===== src/rtl/bus0_default_slave.sv =====
// bus0_default_slave: AXI4 default/miss slave answering every access with RESP_CODE; error log enabled by BUS0_DEFSLV_ERRLOG_EN
module bus0_default_slave #(
    parameter logic [1:0]           RESP_CODE  = 2'h3,
    parameter int                   DATA_BITS  = 64,
    parameter int                   ADDR_BITS  = 48,
    parameter int                   ID_BITS    = 4,
    parameter int                   USER_BITS  = 1,
    parameter logic [DATA_BITS-1:0] RDATA_FILL = '0
) (
    input  logic                   i_clk,
    input  logic                   i_rst,
    input  logic                   i_aw_valid,
    input  logic [ADDR_BITS-1:0]   i_aw_addr,
    input  logic [ID_BITS-1:0]     i_aw_id,
    input  logic [7:0]             i_aw_len,
    input  logic [2:0]             i_aw_size,
    input  logic [1:0]             i_aw_burst,
    input  logic [USER_BITS-1:0]   i_aw_user,
    input  logic                   i_ar_valid,
    input  logic [ADDR_BITS-1:0]   i_ar_addr,
    input  logic [ID_BITS-1:0]     i_ar_id,
    input  logic [7:0]             i_ar_len,
    input  logic [2:0]             i_ar_size,
    input  logic [1:0]             i_ar_burst,
    input  logic [USER_BITS-1:0]   i_ar_user,
    input  logic                   i_w_valid,
    input  logic [DATA_BITS-1:0]   i_w_data,
    input  logic [DATA_BITS/8-1:0] i_w_strb,
    input  logic                   i_w_last,
    input  logic                   i_b_ready,
    input  logic                   i_r_ready,
    output logic                   o_aw_ready,
    output logic                   o_ar_ready,
    output logic                   o_w_ready,
    output logic                   o_b_valid,
    output logic [1:0]             o_b_resp,
    output logic [ID_BITS-1:0]     o_b_id,
    output logic [USER_BITS-1:0]   o_b_user,
    output logic                   o_r_valid,
    output logic [1:0]             o_r_resp,
    output logic [DATA_BITS-1:0]   o_r_data,
    output logic                   o_r_last,
    output logic [ID_BITS-1:0]     o_r_id,
    output logic [USER_BITS-1:0]   o_r_user,
    output logic                   o_err_valid,
    output logic                   o_err_we,
    output logic [ADDR_BITS-1:0]   o_err_addr,
    output logic [15:0]            o_err_cnt
);
    localparam logic [1:0] IDLE  = 2'd0;
    localparam logic [1:0] RDATA = 2'd1;
    localparam logic [1:0] WDATA = 2'd2;
    localparam logic [1:0] WRESP = 2'd3;

    logic [1:0]           r_state;
    logic                 r_last_rd;
    logic [7:0]           r_cnt;
    logic [ID_BITS-1:0]   r_id;
    logic [USER_BITS-1:0] r_user;
    logic                 w_idle;
    logic                 w_ar_hs;
    logic                 w_aw_hs;
    logic                 w_rd;
    logic                 w_wr;
    logic                 w_wresp;
    logic                 w_r_last;
    logic                 w_unused;

    assign w_idle   = r_state == IDLE;
    assign w_rd     = r_state == RDATA;
    assign w_wr     = r_state == WDATA;
    assign w_wresp  = r_state == WRESP;
    assign w_ar_hs  = w_idle & i_ar_valid & (!i_aw_valid | !r_last_rd);
    assign w_aw_hs  = w_idle & i_aw_valid & !w_ar_hs;
    assign w_r_last = r_cnt == 8'd0;
    // burst shape, write payload and (without the log) addresses never influence the response
    assign w_unused = ^{i_aw_len, i_aw_size, i_aw_burst, i_ar_size, i_ar_burst, i_w_data, i_w_strb, i_aw_addr, i_ar_addr};

    assign o_ar_ready = w_ar_hs;
    assign o_aw_ready = w_aw_hs;
    assign o_w_ready  = w_wr;
    assign o_r_valid  = w_rd;
    assign o_r_last   = w_rd & w_r_last;
    assign o_r_resp   = w_rd ? RESP_CODE : 2'd0;
    assign o_r_data   = w_rd ? RDATA_FILL : '0;
    assign o_r_id     = r_id;
    assign o_r_user   = r_user;
    assign o_b_valid  = w_wresp;
    assign o_b_resp   = w_wresp ? RESP_CODE : 2'd0;
    assign o_b_id     = r_id;
    assign o_b_user   = r_user;

    // one transaction at a time: accept AR/AW in IDLE, stream read beats or sink write beats, then respond
    always_ff @(posedge i_clk or posedge i_rst) begin
        if (i_rst) begin
            r_state   <= IDLE;
            r_last_rd <= 1'b0;
            r_cnt     <= 8'd0;
            r_id      <= '0;
            r_user    <= '0;
        end else if (w_ar_hs) begin
            r_state   <= RDATA;
            r_cnt     <= i_ar_len;
            r_last_rd <= 1'b1;
            r_id      <= i_ar_id;
            r_user    <= i_ar_user;
        end else if (w_aw_hs) begin
            r_state   <= WDATA;
            r_last_rd <= 1'b0;
            r_id      <= i_aw_id;
            r_user    <= i_aw_user;
        end else if (w_rd && i_r_ready) begin
            r_cnt   <= r_cnt - 8'd1;
            r_state <= w_r_last ? IDLE : RDATA;
        end else if (w_wr && i_w_valid && i_w_last) begin
            r_state <= WRESP;
        end else if (w_wresp && i_b_ready) begin
            r_state <= IDLE;
        end
    end

`ifdef BUS0_DEFSLV_ERRLOG_EN
    logic                 r_err_valid;
    logic                 r_err_we;
    logic [ADDR_BITS-1:0] r_err_addr;
    logic [15:0]          r_err_cnt;

    assign o_err_valid = r_err_valid;
    assign o_err_we    = r_err_we;
    assign o_err_addr  = r_err_addr;
    assign o_err_cnt   = r_err_cnt;

    // record every accepted access; the count sticks at all-ones instead of wrapping
    always_ff @(posedge i_clk or posedge i_rst) begin
        if (i_rst) begin
            r_err_valid <= 1'b0;
            r_err_we    <= 1'b0;
            r_err_addr  <= '0;
            r_err_cnt   <= 16'd0;
        end else begin
            r_err_valid <= w_ar_hs | w_aw_hs;
            if (w_ar_hs | w_aw_hs) begin
                r_err_we   <= w_aw_hs;
                r_err_addr <= w_aw_hs ? i_aw_addr : i_ar_addr;
                r_err_cnt  <= (r_err_cnt == 16'hFFFF) ? r_err_cnt : r_err_cnt + 16'd1;
            end
        end
    end
`else
    assign o_err_valid = 1'b0;
    assign o_err_we    = 1'b0;
    assign o_err_addr  = '0;
    assign o_err_cnt   = 16'd0;
`endif
endmodule


===== config.mk =====
export PLATFORM = sky130hd
export DESIGN_NAME = bus0_default_slave
export DESIGN_NICKNAME = d
export VERILOG_FILES = /design/src/rtl/bus0_default_slave.sv
export SDC_FILE = /design/constraint.sdc
export NUM_CORES = 1
export LEC_CHECK = 0
export CAP_MARGIN = 20
export CORE_AREA = 2 2 139 141
export DETAILED_ROUTE_END_ITERATION = 8
export DIE_AREA = 0 0 141 143
export PLACE_DENSITY_LB_ADDON = 0.05
export SLEW_MARGIN = 40
export SYNTH_ARGS = -nofsm -noshare
export SYNTH_HDL_FRONTEND = slang
export SYNTH_SLANG_ARGS = --single-unit

===== constraint.sdc =====
create_clock -name i_clk -period 1.94 [get_ports i_clk]
set_clock_uncertainty 0.1 [all_clocks]
set_input_delay 0.291 -clock i_clk [delete_from_list [all_inputs] [get_ports i_clk]]
set_output_delay 0.291 -clock i_clk [all_outputs]
set_load 0.05 [all_outputs]

==> metrics.yaml <==
sta:
  fmax_mhz: 459.7
  hold_slack_ns: 0.1324
  rsz0062_at_grt: "yes"
  period_share_pct: 112.1
  worst_pin_slew_ns: 0.5083
  fin_crit_ns: 2.175
  slew_headroom_pct: 66.01
  finalSetupViolations: 1
  setup_slack_ns: -0.2354
  finalHoldViolCount: 0
  drv_slew: 0
synthesis:
  synthCells: 230
  postSynthAreaPerCell_um2: 8.334
  synth_warnings: 0
  seq_area_frac_synth_pct: 20.89
  yosys_register_bits: 16
  netlist_area_um2: 1917
  synth.distinct_cells: 28
job:
  cap_violations: 0
power:
  netSwitchingPower_uw: 2014
  power_frac_clock_pct: 11.1
  swShare_pct: 54.74
  power_frac_seq_pct: 17.3
  irDropWorstVdd_mv: 0.4742
  power.internal_uw: 1666
  p_leak_uw: 0.001152
  power_density_nw_per_um2: 1565
  pwr-share-comb_pct: 71.6
cts:
  cts_inserted_buffers: 3
  clk_latency_ns: 0.25
  hold_buffers: 0
  numClockSinks: 16
  cts_root_buf: "clkbuf_16"
  cts.clk_slew.worst_paths_ns: 0.05
  postCtsSetupRepairBufs: 0
  clockBufferDepth: 2
  htreeDepth: 1
  cts_tree: "yes"
layout:
  seqCellArea_um2: 400.4
  multi_input_area_um2: 920.9
  areaGrowthSynthToFinish_pct: 22.65
  n_fill_cell: 2130
  final_util_pct: 12.65
  nets: 491
  layout-drive-gt1-share_pct: 14.18
  antenna_cells: 0
detailed_routing:
  drt_wl_total_um: 4399
  firstDrtPassIters: 4
  drt_iter0_markers: 28
  antenna_left: 0
  drc: 0
  viasPerCell: 2.411
  wl_per_cell_um: 8.642
  vias: 1227
critical_path:
  path_cells: "or4_4 -> nor4b_4 -> and2_4 -> buf_12"
  cp-endpoint: "o_r_last"
  r2r_end: "r_state[0]"
  rr_worst_depth: 4
  cp.arrival_ns: 1.78
  critPathMaxStageDelay_ns: 0.57
  r2r_setup_slack_ns: 0.10
  cp.required_ns: 1.55
  rr_startpoint: "r_cnt[3]"
  worst_path_max_delay_cell: "or4_4"
  critPathKind: "reg2out"
  crit_start: "r_cnt[3]"
  worst_setup_path_end_kind: "output port"
  cp_max_fo: 2
  cp-start-kind: "flip-flop"
die:
  num_io_pins: 362
  start_util_pct: 10.32
  die_h_um: 143
  die_x_um: 141
  std_cell_rows: 50
  dieArea_um2: 20160
  core_area_um2: 18580
placement:
  gp_congestion: 0.6057
  hpwl_um: 3710
  pre_cts_ws_ns: -0.006482
  port_buffers: 45
outcome:
  status: "finished with violations"
  violations: "negative setup slack"
global_routing:
  grt_pass1_vias: 1063
  grt_first_pass_wirelength_um: 6092
  grt_antenna_before_repair: 0
  grt_util_all_layers_pct: 4.105
  grt_max_degree: 18
  grt-ovfl-total: 0
hold_path:
  worstHoldPathType: "in2async"
[layout by cell type, fill, tap and decap left out]
master and count:
nor2b_4 1, a21o_1 1, nand2_1 15, nand3_1 3, xor2_1 6, nand3b_1 3
inv_1 9, clkbuf_16 3, mux2_2 1, and4bb_2 1, o21ai_0 8, nor4b_4 1
a221o_1 1, a222oi_1 5, nor2b_1 1, conb_1 130, dfrtp_1 16, xnor2_1 1
nand4b_1 1, and2_1 1, and3_2 1, buf_4 17, nand2b_1 1, buf_12 11
mux2i_1 1, ha_1 2, nor2_2 1, clkdlybuf4s50_1 28, or4_4 1, o21ai_1 1
and2_4 1, nor2_1 2
[cells in the mapped netlist]
master,number,area (um2)
o21ai_0,8,40.04
nand2_1,15,56.30
nand2b_1,1,6.260
clkbuf_1,4,15.01
buf_4,139,1044
inv_1,9,33.78
and3_1,1,6.260
dfrtp_1,16,400.4
o21ai_1,1,5.000
mux2_2,1,11.26
and2_2,1,7.510
or4_4,1,11.26
ha_1,2,25.02
nand3b_1,3,22.52
nand4b_1,1,8.760
conb_1,1,3.750
nor2_1,3,11.26
a222oi_1,5,50.05
nor4b_4,1,23.77
and4bb_2,1,12.51
a221o_1,1,10.01
and2_1,1,6.260
xor2_1,6,52.55
nand3_1,3,15.01
a21o_1,1,7.510
xnor2_1,1,8.760
nor2b_1,2,12.51
mux2i_1,1,10.01
[per-layer routing]
metal / share of wire [%] / vias to the layer above / global-route usage, %
met3: 8.5 / 2 / 0.7713
met2: 52 / 116 / 7.343
met1: 38 / 558 / 4.626
li1: - / 551 / -
met4: 1.6 / 0 / 2.211
met5: 0 / - / 0
[power by group through the flow]
stage          Sequential (uW)  Clock, uW  Combinational, uW
2_1_floorplan              798          0               1880
3_3_place_gp               647          0               2680
3_5_place_dp               644          0               2670
4_1_cts                    640        438               2680
5_1_grt                    663        453               2800
6_report                   636        408               2640
[layout make-up]
| cell class | instances | share of cell area, % |
|---|---|---|
| Clock buffer | 3 | 3.193 |
| Inverter | 9 | 1.437 |
| Multi-Input combinational cell | 191 | 39.17 |
| Sequential cell | 16 | 17.03 |
| Tap cell | 234 | 12.45 |
| Timing Repair Buffer | 56 | 26.72 |
[per-stage QoR]
stage | power, uW | area [um2] | setup TNS, ns | std cells
floorplan | 2674 | 2409 | 0 | 359
global placement | 3326 | 2271 | -0.01322 | 506
detailed placement | 3313 | 2271 | -0.006482 | 506
CTS | 3753 | 2347 | -0.2697 | 509
global route | 3920 | 2351 | -0.3190 | 509
finish | 3680 | 2351 | -0.2354 | 509
[worst min-delay path by stage]
stage                   start         to  slack (ns)  depth (start not counted)
CTS                     i_rst  o_b_id[3]        0.13                          2
global route            i_rst  o_b_id[3]        0.16                          2
finish                  i_rst   o_b_user        0.13                          2
global placement    r_last_rd  r_last_rd        0.40                          2
floorplan               i_rst  o_b_id[0]        0.10                          1
detailed placement  r_last_rd  r_last_rd        0.39                          2
[critical path: cells and delay by family, from the launching register on]
| kind | cells | cell delay, ns |
|---|---|---|
| AND/OR/NAND/NOR | 3 | 1.03 |
| flip-flops | 1 | 0.38 |
| buffers and inverters | 1 | 0.13 |
[sequential cells by signal (all words and copies together) (netlist names)]
signal     count
r_state        2
r_cnt          8
r_last_rd      1
o_b_id         4
o_b_user       1
[kinds of logic (layout without fill, tap and decap cells)]
logic type	Yosys count	count (layout)	synth area share, %
other	1	130	0.1956
flip-flops	16	16	20.89
multiplexers	2	2	1.110
adder cells (fa/ha/maj)	2	2	1.305
AO/OA/AOI/OAI	16	16	5.875
AND/OR/NAND/NOR	34	34	10.44
XOR/XNOR	7	7	3.198
buffers and inverters	152	68	56.98
[repair_timing]
item	CTS	global route
pin swaps	0	0
setup endpoints to repair	1	3
gates resized for setup	1	2
Note: power is estimated with default switching activity, not from simulation.
